### src/rtl/regfile_mp_if.sv
`default_nettype none
// ============================================================================
// Module      : regfile_mp_if
// Description : Bundle of the register-file access signals: two write ports,
//               two combinational read ports, sequential-clear request and
//               the busy / conflict status flags.
// Modports    : master - drives requests, samples read data and status
//               slave  - the register file itself
// Revision    : 1.0 - initial release
// ============================================================================
interface regfile_mp_if #(
  parameter int DATA_W = 32,
  parameter int ADDR_W = 5
);
  logic              clear_req;
  logic              busy;
  logic              we0;
  logic              we1;
  logic [ADDR_W-1:0] waddr0;
  logic [ADDR_W-1:0] waddr1;
  logic [DATA_W-1:0] wdata0;
  logic [DATA_W-1:0] wdata1;
  logic [ADDR_W-1:0] raddr0;
  logic [ADDR_W-1:0] raddr1;
  logic [DATA_W-1:0] rdata0;
  logic [DATA_W-1:0] rdata1;
  logic              conflict;

  modport master (
    output clear_req, we0, we1, waddr0, waddr1, wdata0, wdata1, raddr0, raddr1,
    input  busy, rdata0, rdata1, conflict
  );

  modport slave (
    input  clear_req, we0, we1, waddr0, waddr1, wdata0, wdata1, raddr0, raddr1,
    output busy, rdata0, rdata1, conflict
  );
endinterface
`default_nettype wire

### src/rtl/regfile_mp.sv
`default_nettype none
// ============================================================================
// Module      : regfile_mp
// Description : 2**ADDR_W x DATA_W register file, two write ports (port 1 wins
//               on a same-address write), two combinational read ports, and a
//               sequential clear that zeroes one entry per cycle.
// Ports       : clk    - clock, rising edge
//               reset  - synchronous active-high reset
//               rf_if  - regfile_mp_if.slave access bundle
// Config      : RF_BYPASS_EN - when defined, reads forward same-cycle
//               committing write data (port 1 priority).
// Revision    : 1.0 - initial release
// ============================================================================
module regfile_mp #(
  parameter int DATA_W   = 32,
  parameter int ADDR_W   = 5,
  parameter int ZERO_REG = 1
) (
  input  wire           clk,
  input  wire           reset,
  regfile_mp_if.slave   rf_if
);

  localparam int DEPTH = 1 << ADDR_W;

  typedef enum logic [0:0] {
    S_IDLE  = 1'b0,
    S_CLEAR = 1'b1
  } state_t;

  state_t            state_q, state_d;
  logic [ADDR_W-1:0] idx_q, idx_d;
  logic              conflict_q, conflict_d;
  logic [DATA_W-1:0] mem_q [DEPTH];

  logic              is_idle;
  logic              wz0, wz1;
  logic              wr0_commit, wr1_commit;
  logic [DATA_W-1:0] arr_rd0, arr_rd1;

  assign is_idle = (state_q == S_IDLE);

  // Writes aimed at the hardwired zero entry are treated as no write at all,
  // so they neither store nor raise conflict.
  assign wz0 = (ZERO_REG != 0) && (rf_if.waddr0 == '0);
  assign wz1 = (ZERO_REG != 0) && (rf_if.waddr1 == '0);

  assign wr0_commit = rf_if.we0 && is_idle && !reset && !wz0;
  assign wr1_commit = rf_if.we1 && is_idle && !reset && !wz1;

  // ---------------------------------------------------------------- FSM
  always_ff @(posedge clk) begin
    if (reset) begin
      state_q    <= S_IDLE;
      idx_q      <= '0;
      conflict_q <= 1'b0;
    end else begin
      state_q    <= state_d;
      idx_q      <= idx_d;
      conflict_q <= conflict_d;
    end
  end

  always_comb begin
    state_d    = state_q;
    idx_d      = idx_q;
    conflict_d = wr0_commit && wr1_commit && (rf_if.waddr0 == rf_if.waddr1);
    case (state_q)
      S_IDLE: begin
        if (rf_if.clear_req) begin
          state_d = S_CLEAR;
          idx_d   = '0;
        end
      end
      S_CLEAR: begin
        idx_d = idx_q + ADDR_W'(1);
        if (idx_q == ADDR_W'(DEPTH - 1)) begin
          state_d = S_IDLE;
        end
      end
      default: begin
        state_d = S_IDLE;
      end
    endcase
  end

  // ---------------------------------------------------------------- storage
  // Port 1 is assigned last so it wins when both ports hit the same entry.
  always_ff @(posedge clk) begin
    if (reset) begin
      for (int i = 0; i < DEPTH; i++) begin
        mem_q[i] <= '0;
      end
    end else if (state_q == S_CLEAR) begin
      mem_q[idx_q] <= '0;
    end else begin
      if (wr0_commit) mem_q[rf_if.waddr0] <= rf_if.wdata0;
      if (wr1_commit) mem_q[rf_if.waddr1] <= rf_if.wdata1;
    end
  end

  // ---------------------------------------------------------------- reads
  if (ZERO_REG != 0) begin : g_zero_reg
    assign arr_rd0 = (rf_if.raddr0 == '0) ? '0 : mem_q[rf_if.raddr0];
    assign arr_rd1 = (rf_if.raddr1 == '0) ? '0 : mem_q[rf_if.raddr1];
  end else begin : g_plain_reg
    assign arr_rd0 = mem_q[rf_if.raddr0];
    assign arr_rd1 = mem_q[rf_if.raddr1];
  end

`ifdef RF_BYPASS_EN
  // The commit qualifiers already exclude CLEAR, reset and the zero entry.
  always_comb begin
    rf_if.rdata0 = arr_rd0;
    if (wr1_commit && (rf_if.waddr1 == rf_if.raddr0)) begin
      rf_if.rdata0 = rf_if.wdata1;
    end else if (wr0_commit && (rf_if.waddr0 == rf_if.raddr0)) begin
      rf_if.rdata0 = rf_if.wdata0;
    end
  end

  always_comb begin
    rf_if.rdata1 = arr_rd1;
    if (wr1_commit && (rf_if.waddr1 == rf_if.raddr1)) begin
      rf_if.rdata1 = rf_if.wdata1;
    end else if (wr0_commit && (rf_if.waddr0 == rf_if.raddr1)) begin
      rf_if.rdata1 = rf_if.wdata0;
    end
  end
`else
  assign rf_if.rdata0 = arr_rd0;
  assign rf_if.rdata1 = arr_rd1;
`endif

  assign rf_if.busy     = (state_q == S_CLEAR);
  assign rf_if.conflict = conflict_q;

endmodule
`default_nettype wire

### src/flat_wrapper.sv
// flat-port wrapper written by rule: the top's interface ports become plain ports
module regfile_mp_flat 
#(
  parameter int DATA_W   = 32,
  parameter int ADDR_W   = 5,
  parameter int ZERO_REG = 1
)
  (clk, reset, rf_if_clear_req, rf_if_we0, rf_if_we1, rf_if_waddr0, rf_if_waddr1, rf_if_wdata0, rf_if_wdata1, rf_if_raddr0, rf_if_raddr1, rf_if_busy, rf_if_rdata0, rf_if_rdata1, rf_if_conflict);
  regfile_mp_if #(.DATA_W(DATA_W), .ADDR_W(ADDR_W)) rf_if_i ();
  input  wire clk;
  input  wire reset;
  input wire logic [$bits(rf_if_i.clear_req)-1:0] rf_if_clear_req;
  input wire logic [$bits(rf_if_i.we0)-1:0] rf_if_we0;
  input wire logic [$bits(rf_if_i.we1)-1:0] rf_if_we1;
  input wire logic [$bits(rf_if_i.waddr0)-1:0] rf_if_waddr0;
  input wire logic [$bits(rf_if_i.waddr1)-1:0] rf_if_waddr1;
  input wire logic [$bits(rf_if_i.wdata0)-1:0] rf_if_wdata0;
  input wire logic [$bits(rf_if_i.wdata1)-1:0] rf_if_wdata1;
  input wire logic [$bits(rf_if_i.raddr0)-1:0] rf_if_raddr0;
  input wire logic [$bits(rf_if_i.raddr1)-1:0] rf_if_raddr1;
  output wire logic [$bits(rf_if_i.busy)-1:0] rf_if_busy;
  output wire logic [$bits(rf_if_i.rdata0)-1:0] rf_if_rdata0;
  output wire logic [$bits(rf_if_i.rdata1)-1:0] rf_if_rdata1;
  output wire logic [$bits(rf_if_i.conflict)-1:0] rf_if_conflict;
  assign rf_if_i.clear_req = rf_if_clear_req;
  assign rf_if_i.we0 = rf_if_we0;
  assign rf_if_i.we1 = rf_if_we1;
  assign rf_if_i.waddr0 = rf_if_waddr0;
  assign rf_if_i.waddr1 = rf_if_waddr1;
  assign rf_if_i.wdata0 = rf_if_wdata0;
  assign rf_if_i.wdata1 = rf_if_wdata1;
  assign rf_if_i.raddr0 = rf_if_raddr0;
  assign rf_if_i.raddr1 = rf_if_raddr1;
  assign rf_if_busy = rf_if_i.busy;
  assign rf_if_rdata0 = rf_if_i.rdata0;
  assign rf_if_rdata1 = rf_if_i.rdata1;
  assign rf_if_conflict = rf_if_i.conflict;
  regfile_mp #(.DATA_W(DATA_W), .ADDR_W(ADDR_W), .ZERO_REG(ZERO_REG)) u_core (.clk(clk), .reset(reset), .rf_if(rf_if_i));
endmodule
### config.mk
export PLATFORM = sky130hd
export DESIGN_NAME = regfile_mp_flat
export DESIGN_NICKNAME = d
export VERILOG_FILES = /design/src/rtl/regfile_mp_if.sv /design/src/rtl/regfile_mp.sv /design/src/flat_wrapper.sv
export SDC_FILE = /design/constraint.sdc
export NUM_CORES = 2
export LEC_CHECK = 0
export CAP_MARGIN = 10
export CORE_MARGIN = 1.5
export CORE_UTILIZATION = 30
export DETAILED_ROUTE_END_ITERATION = 12
export PLACE_DENSITY = 0.44
export SLEW_MARGIN = 25
export SYNTH_ARGS = -nofsm -noshare
export SYNTH_HDL_FRONTEND = slang
export SYNTH_SLANG_ARGS = --single-unit
### constraint.sdc
create_clock -name clk -period 5.8 [get_ports clk]
set_clock_uncertainty 0.15 [all_clocks]
set_input_delay 0.87 -clock clk [delete_from_list [all_inputs] [get_ports clk]]
set_output_delay 0.87 -clock clk [all_outputs]
set_load 0.05 [all_outputs]
==> flow_summary.toml <==
[critical_path]
slowest_delay_ps = 990
crit_slowest_cell = "a311oi_1"
worstSetupEndpointType = "output port"
worstPathRequired_ps = 4780
path_cells = "buf_6 -> nor2_4 -> buf_4 -> a221oi_1 -> o21ai_0 -> a311oi_1 -> buf_4 -> buf_12"
critPathArrivalTime_ps = 4120
cp_top_family = "compound AO/OA/AOI/OAI gates"
crit_top_cell = "buf_4"
crit_path_start_kind = "input pin"
critPathBufInv = 4
crit_type = "input pin to output port"
crit_fanout = 43

[clock_network]
post-cts-setup-buffers = 0
numClockSinks = 1031
cts_root_buffer = "clkbuf_16"
cts_made_buffers = 130
htree_levels = 4
insertion_delay_ps = 780
clk_pin_slew_ps = 50
cts.path.max_buffers = 3
postCtsResizedCells = 0
ctsHoldBuffers = 0
tritoncts = "yes"

[synthesis]
synth_top_area_share = 0.4826
netlist_top_cells_count = "nand2_1 (1,210), edfxtp_1 (1,024), clkbuf_1 (450), mux4_2 (448), o31ai_1 (389)"
yosysWarnings = 0
syn_inst = 5365
seq_area_frac_synth = 0.4848
syn_area_per_cell_um2 = 11.88
ys_seq_elements = 1031
synth_edf_count = 1024
ys_types = 76
netlist_area_um2 = 63720
yosys.area.top_type = "edfxtp_1"
synth.area.top_cells = "edfxtp_1 (48%), mux4_2 (16%), nand2_1 (7.1%)"
synth_flop_cell = "edfxtp_1"
yosys.cell_count.top_type = "nand2_1"
async_reset_ff_frac = 0

[timing]
maxSlewViolCount = 0
fmaxAchievable_mhz = 194.7
slew_headroom = 0.2195
tightestPinTransition_ps = 1163
tns_ps = 0
hold_violations = 0
setup-violations-final = 0
period_share = 0.8855
rsz0062_at_grt = "no"
min_period_ps = 5136

[global_route]
grt_pass1_vias = 50410
grt_start_max_net_pins = 88
grtUsageTotal = 0.3009
grt-ovfl-total = 0
antenna_found_initial = 15
grt_pass1_wl_um = 447200

[layout]
fin_nets = 5329
fillerInstances = 20239
area_growth_pct = 16.64
drive_gt1_frac = 0.2404
layout.cells.non_filler = 8160

[drt]
wl_per_cell_um = 40.64
routed_wl_um = 331700
via_count = 53514
ant_nets = 0
vias_per_cell = 6.558
first_pass_iters = 9
drtIter0Drc = 7669
drc_errors = 0

[place]
dp.final_hpwl_um = 201900
globalplace.congestion = 0.8955
port_buffers = 154
placed_cells = 7911

[flow_run]
maxCapViolations = 0

[die]
fp.dieH_um = 463.9
die_area_um2 = 215200
die_width_um = 463.9
rows = 168
initial_core_util = 0.3028
coreArea_um2 = 210400
num_io_pins = 155

[status]
outcome = "complete, no violations"

[power_and_ir_drop]
leakage_uw = 0.02414
powerDensity_nw_per_um2 = 270.8
ir_drop_v = 0.0003175

[min_path]
hold_class = "input pin to flop"
sequential cells by signal (all words and copies together), names as in the netlist:
name	flops
u_core.mem_q	1024
u_core.idx_q	5
u_core.rf_if.busy	1
u_core.rf_if.conflict	1
layout by cell type (no fill, tap or decap), drive strengths merged, types with 4 or more instances in the layout:
master and n:
a211oi 66, a21oi 11, a221oi 17, a22o 32
a22oi 64, a311oi 64, a32o 32, and2 33
buf 387, bufinv 10, clkbuf 159, clkdlybuf4s50 76
clkinv 64, conb 32, dfxtp 7, diode 9
edfxtp 1024, inv 14, mux2 64, mux2i 131
mux4 448, nand2 1218, nand2b 7, nand3 96
nand3b 8, nor2 51, nor2b 69, nor3 29
nor3b 6, nor4 6, o2111ai 50, o21ai 283
o31ai 390, o41ai 340, or3 5, or3b 4
or4 4, xnor2 5
kinds of logic (layout without fill, tap and decap cells):
| logic type | count (synthesis) | after routing | synth area share |
|---|---|---|---|
| adder cells (fa/ha/maj) | 2 | 2 | 0.0003927 |
| multiplexers | 643 | 643 | 0.1902 |
| flip-flops | 1031 | 1031 | 0.4848 |
| buffers and inverters | 761 | 711 | 0.05043 |
| AO/OA/AOI/OAI | 1367 | 1367 | 0.1687 |
| AND/OR/NAND/NOR | 1555 | 1555 | 0.1047 |
| other | 1 | 41 | 0.00005885 |
| XOR/XNOR | 5 | 5 | 0.0006872 |
worst register-to-register path, delay by kind of cell, from the launching register on:
kind | cells | cell delay (ps)
AOI/OAI and AO/OA | 2 | 1090
buffers and inverters | 1 | 810
DFF | 1 | 900
and+or+nand+nor | 2 | 1030
per-stage QoR:
step	hold slack [ps]	utilization	setup slack (ps)	power, uW	cell area, um^2
2_1_floorplan	405.7	-	458.1	10370	63840
3_3_place_gp	486.1	0.3333	685.7	12000	70130
3_5_place_dp	497.0	0.3335	692.8	12020	70170
4_1_cts	252.7	0.3531	676.5	20110	74290
5_1_grt	298.2	0.3531	575.8	20510	74310
6_report	303.6	0.3532	664.2	20120	74320
layer usage:
metal | wire length (um) | share of wire | track usage
met1 | 127500 | 0.38 | 0.3894
met3 | 31330 | 0.094 | 0.05637
met5 | 55 | 0.00017 | 0
met2 | 150400 | 0.45 | 0.4683
met4 | 22330 | 0.067 | 0.1790
power breakdown:
group          switching [uW]  total [uW]  internal (uW)
Sequential                173        8670           8500
Clock                    3540        8200           4660
Combinational            2110        3260           1150
Total                    5820       20100          14300
worst paths after layout:
path,start,end,slack (ps),cells after the start
worst max-delay path,rf_if_raddr1[0],rf_if_rdata1[20],660,8
worst min-delay path,reset,u_core.idx_q[0]$_SDFFE_PP0P_,300,2
worst max register to register,u_core.rf_if.busy$_SDFF_PP0_,u_core.mem_q[25][7]$_DFFE_PP_,1530,5
worst min register to register,u_core.idx_q[0]$_SDFFE_PP0P_,u_core.idx_q[0]$_SDFFE_PP0P_,510,2
final cells by class:
| class | count | area, um^2 | share of cell area |
|---|---|---|---|
| tap | 2805 | 3510 | 0.04722 |
| antenna | 9 | 22.52 | 0.0003030 |
| timing repair buffer | 463 | 5146 | 0.06924 |
| sequential | 1031 | 30890 | 0.4156 |
| clock inverter | 81 | 693.2 | 0.009327 |
| multi-input combinational | 3604 | 30600 | 0.4117 |
| clock buffer | 159 | 3426 | 0.04610 |
| inverter | 8 | 35.03 | 0.0004714 |
(Power assumes the default switching activity.)
